## config.mk

```make
export PLATFORM = sky130hd
export DESIGN_NAME = otter_hazard_ctrl_flat
export DESIGN_NICKNAME = d
export VERILOG_FILES = /design/src/rtl/otter_hazard_ctrl_if.sv /design/src/rtl/otter_hazard_ctrl.sv /design/src/flat_wrapper.sv
export SDC_FILE = /design/constraint.sdc
export NUM_CORES = 1
export LEC_CHECK = 0
export BUFFER_PORTS_ARGS = -buffer_cell sky130_fd_sc_hd__buf_2
export CORE_MARGIN = 2
export CORE_UTILIZATION = 40
export DETAILED_ROUTE_END_ITERATION = 12
export GPL_TIMING_DRIVEN = 0
export PLACE_DENSITY = 0.68
export SLEW_MARGIN = 15
export SYNTH_ARGS = -nofsm -noshare
export SYNTH_HDL_FRONTEND = slang
export SYNTH_SLANG_ARGS = --single-unit
```

## constraint.sdc

```tcl
create_clock -name CLK -period 4.4 [get_ports CLK]
set_clock_uncertainty 0.2 [all_clocks]
set_input_delay 0.88 -clock CLK [delete_from_list [all_inputs] [get_ports CLK]]
set_output_delay 0.88 -clock CLK [all_outputs]
set_load 0.05 [all_outputs]
```

## src/rtl/otter_hazard_ctrl_if.sv

```systemverilog
// Hazard-controller bundle: pipeline-side register/control info in, stall, flush and
// forwarding controls out. The controller connects as slave, the pipeline datapath as master.
interface otter_hazard_ctrl_if #(
  parameter int CNT_W = 32
);
  logic [4:0]       de_rs1_addr;
  logic [4:0]       de_rs2_addr;
  logic             de_rs1_used;
  logic             de_rs2_used;
  logic [4:0]       ex_rs1_addr;
  logic [4:0]       ex_rs2_addr;
  logic [4:0]       ex_rd_addr;
  logic             ex_regWrite;
  logic             ex_memRead2;
  logic             ex_redirect;
  logic [4:0]       mem_rd_addr;
  logic             mem_regWrite;
  logic [4:0]       wb_rd_addr;
  logic             wb_regWrite;

  logic             pc_write;
  logic             if_de_write;
  logic             if_de_flush;
  logic             de_ex_flush;
  logic [1:0]       fwd_a_sel;
  logic [1:0]       fwd_b_sel;
  logic             de_byp1;
  logic             de_byp2;
  logic [CNT_W-1:0] stall_cnt;
  logic [CNT_W-1:0] flush_cnt;

  modport master (
    output de_rs1_addr, de_rs2_addr, de_rs1_used, de_rs2_used,
           ex_rs1_addr, ex_rs2_addr, ex_rd_addr, ex_regWrite, ex_memRead2, ex_redirect,
           mem_rd_addr, mem_regWrite, wb_rd_addr, wb_regWrite,
    input  pc_write, if_de_write, if_de_flush, de_ex_flush,
           fwd_a_sel, fwd_b_sel, de_byp1, de_byp2, stall_cnt, flush_cnt
  );

  modport slave (
    input  de_rs1_addr, de_rs2_addr, de_rs1_used, de_rs2_used,
           ex_rs1_addr, ex_rs2_addr, ex_rd_addr, ex_regWrite, ex_memRead2, ex_redirect,
           mem_rd_addr, mem_regWrite, wb_rd_addr, wb_regWrite,
    output pc_write, if_de_write, if_de_flush, de_ex_flush,
           fwd_a_sel, fwd_b_sel, de_byp1, de_byp2, stall_cnt, flush_cnt
  );
endinterface

```

## src/rtl/otter_hazard_ctrl.sv

```systemverilog
// OTTER 5-stage hazard controller: per-stage valid tracking, load-use stall, EX redirect
// squash, EX operand forwarding, DE write-back bypass and stall/flush counters.
module otter_hazard_ctrl #(
  parameter int CNT_W         = 32,
  parameter int FLUSH_BUBBLES = 2
) (
  input logic                CLK,
  input logic                RESET,
  otter_hazard_ctrl_if.slave hz
);
  localparam logic [0:0] RUN      = 1'b0;
  localparam logic [0:0] LU_STALL = 1'b1;

  logic [0:0]       state;
  logic             v_de, v_ex, v_mem, v_wb;
  logic [CNT_W-1:0] stall_cnt, flush_cnt;
  logic             lu, redirect, stall;
  logic             pc_write, if_de_write, if_de_flush, de_ex_flush;
  logic [1:0]       fwd_a_sel, fwd_b_sel;
  logic             de_byp1, de_byp2;
  logic             mem_wr, wb_wr;

  // A stage's write only counts when it holds a real instruction and targets a non-x0 register.
  assign mem_wr = v_mem & hz.mem_regWrite & (hz.mem_rd_addr != 5'd0);
  assign wb_wr  = v_wb  & hz.wb_regWrite  & (hz.wb_rd_addr  != 5'd0);

  assign redirect = v_ex & hz.ex_redirect;
  assign lu = v_ex & hz.ex_memRead2 & hz.ex_regWrite & (hz.ex_rd_addr != 5'd0) & v_de &
              ((hz.de_rs1_used & (hz.de_rs1_addr == hz.ex_rd_addr)) |
               (hz.de_rs2_used & (hz.de_rs2_addr == hz.ex_rd_addr)));
  // A redirect makes the DE consumer wrong-path, so it never stalls.
  assign stall = (state == RUN) & lu & ~redirect;

  function automatic logic [1:0] fwd_sel(input logic [4:0] rs,
                                         input logic       m_en, input logic [4:0] m_rd,
                                         input logic       w_en, input logic [4:0] w_rd);
    if (m_en && (m_rd == rs))      return 2'd1;
    else if (w_en && (w_rd == rs)) return 2'd2;
    else                           return 2'd0;
  endfunction

  always_comb begin
    // NOTE: every output gets a default first so no path through the block infers a latch.
    pc_write    = 1'b1;
    if_de_write = 1'b1;
    if_de_flush = 1'b0;
    de_ex_flush = 1'b0;
    fwd_a_sel   = fwd_sel(hz.ex_rs1_addr, mem_wr, hz.mem_rd_addr, wb_wr, hz.wb_rd_addr);
    fwd_b_sel   = fwd_sel(hz.ex_rs2_addr, mem_wr, hz.mem_rd_addr, wb_wr, hz.wb_rd_addr);
    de_byp1     = wb_wr & (hz.wb_rd_addr == hz.de_rs1_addr);
    de_byp2     = wb_wr & (hz.wb_rd_addr == hz.de_rs2_addr);
    if (RESET) begin
      pc_write    = 1'b0;
      if_de_write = 1'b0;
      if_de_flush = 1'b1;
      de_ex_flush = 1'b1;
      fwd_a_sel   = 2'd0;
      fwd_b_sel   = 2'd0;
      de_byp1     = 1'b0;
      de_byp2     = 1'b0;
    end else if (redirect) begin
      if_de_flush = (FLUSH_BUBBLES >= 1);
      de_ex_flush = (FLUSH_BUBBLES >= 2);
    end else if (stall) begin
      pc_write    = 1'b0;
      if_de_write = 1'b0;
      de_ex_flush = 1'b1;
    end
  end

  // NOTE: state uses non-blocking assignments so every flop samples pre-edge values.
  always_ff @(posedge CLK or posedge RESET) begin
    if (RESET) begin
      state     <= RUN;
      v_de      <= 1'b0;
      v_ex      <= 1'b0;
      v_mem     <= 1'b0;
      v_wb      <= 1'b0;
      stall_cnt <= '0;
      flush_cnt <= '0;
    end else begin
      state <= stall ? LU_STALL : RUN;
      if (if_de_write) v_de <= ~if_de_flush;
      v_ex  <= v_de & ~de_ex_flush;
      v_mem <= v_ex;
      v_wb  <= v_mem;
      if (stall)    stall_cnt <= stall_cnt + CNT_W'(1);
      if (redirect) flush_cnt <= flush_cnt + CNT_W'(1);
    end
  end

  assign hz.pc_write    = pc_write;
  assign hz.if_de_write = if_de_write;
  assign hz.if_de_flush = if_de_flush;
  assign hz.de_ex_flush = de_ex_flush;
  assign hz.fwd_a_sel   = fwd_a_sel;
  assign hz.fwd_b_sel   = fwd_b_sel;
  assign hz.de_byp1     = de_byp1;
  assign hz.de_byp2     = de_byp2;
  assign hz.stall_cnt   = stall_cnt;
  assign hz.flush_cnt   = flush_cnt;
endmodule
```

## src/flat_wrapper.sv

```systemverilog
// flat-port wrapper written by rule: the top's interface ports become plain ports
module otter_hazard_ctrl_flat 
#(
  parameter int CNT_W         = 32,
  parameter int FLUSH_BUBBLES = 2
)
  (CLK, RESET, hz_de_rs1_addr, hz_de_rs2_addr, hz_de_rs1_used, hz_de_rs2_used, hz_ex_rs1_addr, hz_ex_rs2_addr, hz_ex_rd_addr, hz_ex_regWrite, hz_ex_memRead2, hz_ex_redirect, hz_mem_rd_addr, hz_mem_regWrite, hz_wb_rd_addr, hz_wb_regWrite, hz_pc_write, hz_if_de_write, hz_if_de_flush, hz_de_ex_flush, hz_fwd_a_sel, hz_fwd_b_sel, hz_de_byp1, hz_de_byp2, hz_stall_cnt, hz_flush_cnt);
  otter_hazard_ctrl_if #(.CNT_W(CNT_W)) hz_i ();
  input logic CLK;
  input logic RESET;
  input wire logic [$bits(hz_i.de_rs1_addr)-1:0] hz_de_rs1_addr;
  input wire logic [$bits(hz_i.de_rs2_addr)-1:0] hz_de_rs2_addr;
  input wire logic [$bits(hz_i.de_rs1_used)-1:0] hz_de_rs1_used;
  input wire logic [$bits(hz_i.de_rs2_used)-1:0] hz_de_rs2_used;
  input wire logic [$bits(hz_i.ex_rs1_addr)-1:0] hz_ex_rs1_addr;
  input wire logic [$bits(hz_i.ex_rs2_addr)-1:0] hz_ex_rs2_addr;
  input wire logic [$bits(hz_i.ex_rd_addr)-1:0] hz_ex_rd_addr;
  input wire logic [$bits(hz_i.ex_regWrite)-1:0] hz_ex_regWrite;
  input wire logic [$bits(hz_i.ex_memRead2)-1:0] hz_ex_memRead2;
  input wire logic [$bits(hz_i.ex_redirect)-1:0] hz_ex_redirect;
  input wire logic [$bits(hz_i.mem_rd_addr)-1:0] hz_mem_rd_addr;
  input wire logic [$bits(hz_i.mem_regWrite)-1:0] hz_mem_regWrite;
  input wire logic [$bits(hz_i.wb_rd_addr)-1:0] hz_wb_rd_addr;
  input wire logic [$bits(hz_i.wb_regWrite)-1:0] hz_wb_regWrite;
  output wire logic [$bits(hz_i.pc_write)-1:0] hz_pc_write;
  output wire logic [$bits(hz_i.if_de_write)-1:0] hz_if_de_write;
  output wire logic [$bits(hz_i.if_de_flush)-1:0] hz_if_de_flush;
  output wire logic [$bits(hz_i.de_ex_flush)-1:0] hz_de_ex_flush;
  output wire logic [$bits(hz_i.fwd_a_sel)-1:0] hz_fwd_a_sel;
  output wire logic [$bits(hz_i.fwd_b_sel)-1:0] hz_fwd_b_sel;
  output wire logic [$bits(hz_i.de_byp1)-1:0] hz_de_byp1;
  output wire logic [$bits(hz_i.de_byp2)-1:0] hz_de_byp2;
  output wire logic [$bits(hz_i.stall_cnt)-1:0] hz_stall_cnt;
  output wire logic [$bits(hz_i.flush_cnt)-1:0] hz_flush_cnt;
  assign hz_i.de_rs1_addr = hz_de_rs1_addr;
  assign hz_i.de_rs2_addr = hz_de_rs2_addr;
  assign hz_i.de_rs1_used = hz_de_rs1_used;
  assign hz_i.de_rs2_used = hz_de_rs2_used;
  assign hz_i.ex_rs1_addr = hz_ex_rs1_addr;
  assign hz_i.ex_rs2_addr = hz_ex_rs2_addr;
  assign hz_i.ex_rd_addr = hz_ex_rd_addr;
  assign hz_i.ex_regWrite = hz_ex_regWrite;
  assign hz_i.ex_memRead2 = hz_ex_memRead2;
  assign hz_i.ex_redirect = hz_ex_redirect;
  assign hz_i.mem_rd_addr = hz_mem_rd_addr;
  assign hz_i.mem_regWrite = hz_mem_regWrite;
  assign hz_i.wb_rd_addr = hz_wb_rd_addr;
  assign hz_i.wb_regWrite = hz_wb_regWrite;
  assign hz_pc_write = hz_i.pc_write;
  assign hz_if_de_write = hz_i.if_de_write;
  assign hz_if_de_flush = hz_i.if_de_flush;
  assign hz_de_ex_flush = hz_i.de_ex_flush;
  assign hz_fwd_a_sel = hz_i.fwd_a_sel;
  assign hz_fwd_b_sel = hz_i.fwd_b_sel;
  assign hz_de_byp1 = hz_i.de_byp1;
  assign hz_de_byp2 = hz_i.de_byp2;
  assign hz_stall_cnt = hz_i.stall_cnt;
  assign hz_flush_cnt = hz_i.flush_cnt;
  otter_hazard_ctrl #(.CNT_W(CNT_W), .FLUSH_BUBBLES(FLUSH_BUBBLES)) u_core (.CLK(CLK), .RESET(RESET), .hz(hz_i));
endmodule
```

# Word level (Yosys, flattened, before mapping)
# Cells that the tools add are included.
# classes
n_addsub	2
eq_ne	8
mux	16
n_bitwise	22
reduce_logical	7
# op_table
cell	count
$add A32 B1 Y32 const B	2
$eq A5 B5 Y1	8
$and A1 B1 Y1	17
$reduce_bool A5 Y1	3
$mux W2	6
$mux W1	10
$logic_and A1 B1 Y1	4
$not A1 Y1	4
$or A1 B1 Y1	1
# totals
ff_bits	69
input_bits	44
output_inout_bits	74
word_cells	62

# Logic depth before layout (Yosys ltp)
# logic_depth
depth_word	12
depth_mapped	7
ltp_nobuf	6

# Least setup slack after synthesis
# No wires, ideal clock.
# synth_timing
kind	in2out
from	input RESET
to	output hz_de_byp1
arrival_time_ns	4.396
t_required_ns	3.320
setup_slack_ns	-1.076
path_stages	3
n_path_buf	0
path_cell_list	inv_1 o2111ai_1 nor4_1
# synth_between
elab_chain_cells	1
# synth_lines
element	line_no	source
start, declared	flat_wrapper.sv:10	input logic RESET;
$mux W1	otter_hazard_ctrl.sv:52	if (RESET) begin
end, declared	flat_wrapper.sv:31	output wire logic [$bits(hz_i.de_byp1)-1:0] hz_de_byp1;
# No other way between the ends.

# Final worst setup path
# layout_timing
from	input hz_ex_rd_addr[0]
to	output hz_pc_write
# layout_between
elab_chain_cells	9
elab_cells_between_ends	14
classes_between	2 x eq/ne; 3 x mux; 8 x bitwise; 1 x reduce/logical
# layout_lines
element	line_no	source
start, declared	flat_wrapper.sv:17	input wire logic [$bits(hz_i.ex_rd_addr)-1:0] hz_ex_rd_addr;
$eq A5 B5 Y1, or another cell as far along	otter_hazard_ctrl.sv:29	((hz.de_rs1_used & (hz.de_rs1_addr == hz.ex_rd_addr)) |
$and A1 B1 Y1 (on tied branches)	otter_hazard_ctrl.sv:29, otter_hazard_ctrl.sv:28, otter_hazard_ctrl.sv:30	
$or A1 B1 Y1 or $and A1 B1 Y1 (tied branches)	otter_hazard_ctrl.sv:29, otter_hazard_ctrl.sv:28	
$and A1 B1 Y1 (*)	otter_hazard_ctrl.sv:28	assign lu = v_ex & hz.ex_memRead2 & hz.ex_regWrite & (hz.ex_rd_addr != 5'd0) & v_de &
$and A1 B1 Y1 (*) (2 in series)	otter_hazard_ctrl.sv:32	assign stall = (state == RUN) & lu & ~redirect;
net u_core.stall	otter_hazard_ctrl.sv:17	logic lu, redirect, stall;
$mux W1 (*)	otter_hazard_ctrl.sv:64	end else if (stall) begin
$mux W1 (*)	otter_hazard_ctrl.sv:61	end else if (redirect) begin
$mux W1 (*)	otter_hazard_ctrl.sv:52	
end, declared	flat_wrapper.sv:25	output wire logic [$bits(hz_i.pc_write)-1:0] hz_pc_write;
# The timed path passes the listed nets; every way through them passes the cells marked *.

==> results.json <==
{
  "outcome": "finished, final reports clean",
  "numClockSinks": 69,
  "timing.critical_path.arrival_ns": 2.69,
  "wl_per_cell_um": 15.2,
  "total_power_w": 0.00145,
  "timing.hold.worst.start": "u_core.v_mem",
  "syn_to_final_growth_pct": 25.5,
  "grt.overflow.total": 0,
  "detailedPlace.worstSlack_ns": 0.611,
  "grt_usage_pct": 19.3,
  "cp_num_buf_inv": 3,
  "setup_ws_ns": 0.632,
  "grt_pass1_vias": 3130,
  "worst_skew_pair.late_latency_ns": 0.35,
  "worst_slew_pin_slew_ns": 0.714,
  "core_util_final_pct": 51.0,
  "critical_path_class": "in -> out",
  "synth_nets": 403,
  "timing.rr.start": "u_core.v_ex",
  "synth.yosys.warnings": 0,
  "finalWeightedCongestion": 0.876,
  "worst_path_most_repeated_cell": "sky130_fd_sc_hd__buf_2",
  "yosys.area.top_type": "sky130_fd_sc_hd__dfrtp_1",
  "yosysTopAreaCellShare_pct": 46.6,
  "cpPeakStageDelay_ns": 0.55,
  "crit_family": "simple AND/OR/NAND/NOR gates",
  "proportion_of_synthesized_chip_area_in_sequential_cells_pct": 46.6,
  "hold_path_end": "u_core.v_wb",
  "final_area_um2": 4650,
  "cts.root.buffer_cell": "sky130_fd_sc_hd__clkbuf_8",
  "worst-r2r-setup-slack_ns": 2.02,
  "crit_path_top_delay_cell": "sky130_fd_sc_hd__or4_1",
  "rsz0062_at_grt": "no",
  "avgViaCountPerCell": 5.23,
  "route.antenna.remaining_nets": 0,
  "end_of_the_worst_register_to_register_path": "u_core.hz.flush_cnt[26]",
  "cts_buffer_depth": 2,
  "core.rowCount": 35,
  "h_tree_lvls": 3,
  "post-route-drc-count": 0,
  "cts.reportedPaths.clkPinSlew_ns": 0.07,
  "slew_viol_final": 0,
  "floorplan.die.height_um": 100,
  "timing.final.crit_period_ns": 3.77,
  "port_buffers": 112,
  "hold_path.class": "reg -> reg",
  "rr_worst_depth": 6,
  "numCtsBuffers": 9,
  "worst_setup_path_startpoint": "hz_ex_rd_addr[0]",
  "irDropWorstVdd_v": 0.000165,
  "num_antenna_cells": 0,
  "ys_seq_elements": 69,
  "worstPathCellList": "buf_2 > or4_1 > o211a_1 > nand2_2 > nor2_2 > nor2_1 > buf_4 > buf_2",
  "worst_setup_path_end_kind": "output pin",
  "critical_path.max_fanout": 9,
  "power-per-cell-area_nw_per_um2": 311,
  "grt_max_degree": 35,
  "post_layout_nonfiller_instances": 597,
  "floorplan.initialDensity_pct": 40.7,
  "netlist_top_cells_area": "sky130_fd_sc_hd__dfrtp_1 47%, sky130_fd_sc_hd__xor2_1 13%, sky130_fd_sc_hd__xnor2_1 11%",
  "fp.dieArea_um2": 10000,
  "leakage_component_of_the_power_nw": 2.33,
  "drt_wl_total_um": 9080,
  "setup_viol": 0,
  "detailed_place.area_um2": 4460,
  "hpwl_detailed_um": 6870,
  "netlist-cell-type-count": 35,
  "min_path_cells": 0,
  "timing.final.crit_share_pct": 85.6,
  "drive_gt1_share_pct": 30.0,
  "synth_area_per_cell_um2": 10.4,
  "synthesis.area_um2": 3700,
  "floorplan.die.width_um": 100,
  "placed_instances": 582,
  "tritoncts_clock_tree": "built",
  "relSlewSlack_pct": 51.9,
  "grt_pass1_wl_um": 15400,
  "required_ns": 3.32,
  "post_cts_resized": 0,
  "critPathLaunchType": "primary input",
  "vias": 3121,
  "dr_iter_0_viols": 92,
  "final-hold-violation-count": 0,
  "pin_count": 118,
  "hold_buffers": 0,
  "fp.coreArea_um2": 9110,
  "post_cts_buffers": 0,
  "dr.pass1.iters": 5,
  "cap_viol_max_count": 0,
  "num-nets-final": 528,
  "grt_antenna_before_repair": 0,
  "fmax_ghz": 0.265,
  "postSynthCellCount": 357
}
## worst max path at each step
stage / slack (ns) / endpoint / depth (start not counted)
floorplan: 0.25 / hz_fwd_a_sel[0] / 4
global placement: -0.45 / hz_fwd_a_sel[1] / 6
detailed placement: 0.61 / hz_pc_write / 8
CTS: 0.60 / hz_pc_write / 8
global route: 0.51 / hz_pc_write / 8
finish: 0.63 / hz_pc_write / 8
## where the power goes
group	internal, W	leakage [nW]	switching, W
sequential	0.000659	0.943	0.0000325
combinational	0.0000787	1.31	0.000177
clock	0.000257	0.0833	0.000243
## area by class of cell
cell class | instances | area (um^2)
clock inverter | 6 | 65.1
clock buffer | 9 | 124
fill | 863 | 4460
buffer | 15 | 66.3
timing repair buffer | 114 | 601
multi-input combinational | 270 | 1910
sequential | 69 | 1730
inverter | 3 | 15.0
tap | 111 | 139
## cells in the final DEF (no fill, tap or decap), types with 2 or more instances in the layout
cell,n
sky130_fd_sc_hd__buf_12,2
sky130_fd_sc_hd__nor3_1,19
sky130_fd_sc_hd__o211ai_1,2
sky130_fd_sc_hd__nand4_1,19
sky130_fd_sc_hd__or4_1,4
sky130_fd_sc_hd__xor2_1,57
sky130_fd_sc_hd__xnor2_1,45
sky130_fd_sc_hd__buf_2,114
sky130_fd_sc_hd__nand3_1,31
sky130_fd_sc_hd__nor4_2,8
sky130_fd_sc_hd__dfrtp_1,69
sky130_fd_sc_hd__nor4_1,14
sky130_fd_sc_hd__nand2_1,27
sky130_fd_sc_hd__clkinvlp_4,5
sky130_fd_sc_hd__and4_1,7
sky130_fd_sc_hd__and3_1,9
sky130_fd_sc_hd__nand2b_1,2
sky130_fd_sc_hd__inv_1,2
sky130_fd_sc_hd__buf_4,2
sky130_fd_sc_hd__and2_1,3
sky130_fd_sc_hd__ha_1,2
sky130_fd_sc_hd__nor2_1,7
sky130_fd_sc_hd__clkbuf_1,11
sky130_fd_sc_hd__clkbuf_8,9
## synth_stat cells
| cell | count |
|---|---|
| sky130_fd_sc_hd__and4b_1 | 1 |
| sky130_fd_sc_hd__o2111ai_1 | 1 |
| sky130_fd_sc_hd__mux2_2 | 1 |
| sky130_fd_sc_hd__nor4_2 | 6 |
| sky130_fd_sc_hd__a32oi_1 | 1 |
| sky130_fd_sc_hd__and3_1 | 9 |
| sky130_fd_sc_hd__o21a_1 | 1 |
| sky130_fd_sc_hd__o211ai_1 | 2 |
| sky130_fd_sc_hd__and2_1 | 3 |
| sky130_fd_sc_hd__buf_2 | 2 |
| sky130_fd_sc_hd__buf_4 | 2 |
| sky130_fd_sc_hd__o31a_1 | 1 |
| sky130_fd_sc_hd__clkbuf_1 | 11 |
| sky130_fd_sc_hd__inv_1 | 3 |
| sky130_fd_sc_hd__nand2b_1 | 2 |
| sky130_fd_sc_hd__nor2_2 | 1 |
| sky130_fd_sc_hd__nor3b_1 | 1 |
| sky130_fd_sc_hd__mux2_1 | 1 |
| sky130_fd_sc_hd__ha_1 | 2 |
| sky130_fd_sc_hd__and4_1 | 7 |
| sky130_fd_sc_hd__or4_1 | 4 |
| sky130_fd_sc_hd__nand2_2 | 1 |
| sky130_fd_sc_hd__nor4_1 | 16 |
| sky130_fd_sc_hd__dfrtp_1 | 69 |
| sky130_fd_sc_hd__o211a_1 | 1 |
| sky130_fd_sc_hd__and2_0 | 1 |
| sky130_fd_sc_hd__nand3_1 | 31 |
| sky130_fd_sc_hd__xor2_1 | 57 |
| sky130_fd_sc_hd__nor2_1 | 7 |
| sky130_fd_sc_hd__nand2_1 | 27 |
| sky130_fd_sc_hd__xnor2_1 | 45 |
| sky130_fd_sc_hd__nand4_1 | 19 |
| sky130_fd_sc_hd__or2_2 | 1 |
| sky130_fd_sc_hd__nor2b_1 | 1 |
| sky130_fd_sc_hd__nor3_1 | 19 |
## metal layers
metal	vias to the layer above	part of all wire (%)	GRT usage [%]
met5	-	0	0
met4	0	1.8	6.85
met3	17	5.2	5.01
met2	80	49	31.7
met1	1513	44	24.6
li1	1511	-	-
## flip-flops by register name, summed over array words and instances, names as in the netlist
| signal | count |
|---|---|
| u_core.v_ex | 1 |
| u_core.v_de | 1 |
| u_core.hz.flush_cnt | 32 |
| u_core.v_wb | 1 |
| u_core.v_mem | 1 |
| u_core.hz.stall_cnt | 32 |
| u_core.state | 1 |
## kinds of logic after synthesis
| group | after synthesis | synth area share (%) |
|---|---|---|
| buf+inv | 18 | 2.09 |
| flops | 69 | 46.6 |
| xor+xnor | 102 | 24.1 |
| compound gates | 7 | 1.59 |
| mux | 2 | 0.608 |
| fa+ha+maj | 2 | 0.676 |
| simple gates | 157 | 24.3 |
## stage by stage
step | TNS (ns) | hold slack (ns)
2_1_floorplan | 0 | 0.154
3_3_place_gp | -1.50 | 0.193
3_5_place_dp | 0 | 0.197
4_1_cts | 0 | 0.217
5_1_grt | 0 | 0.231
6_report | 0 | 0.208
Note: power is estimated with default switching activity, not from simulation.
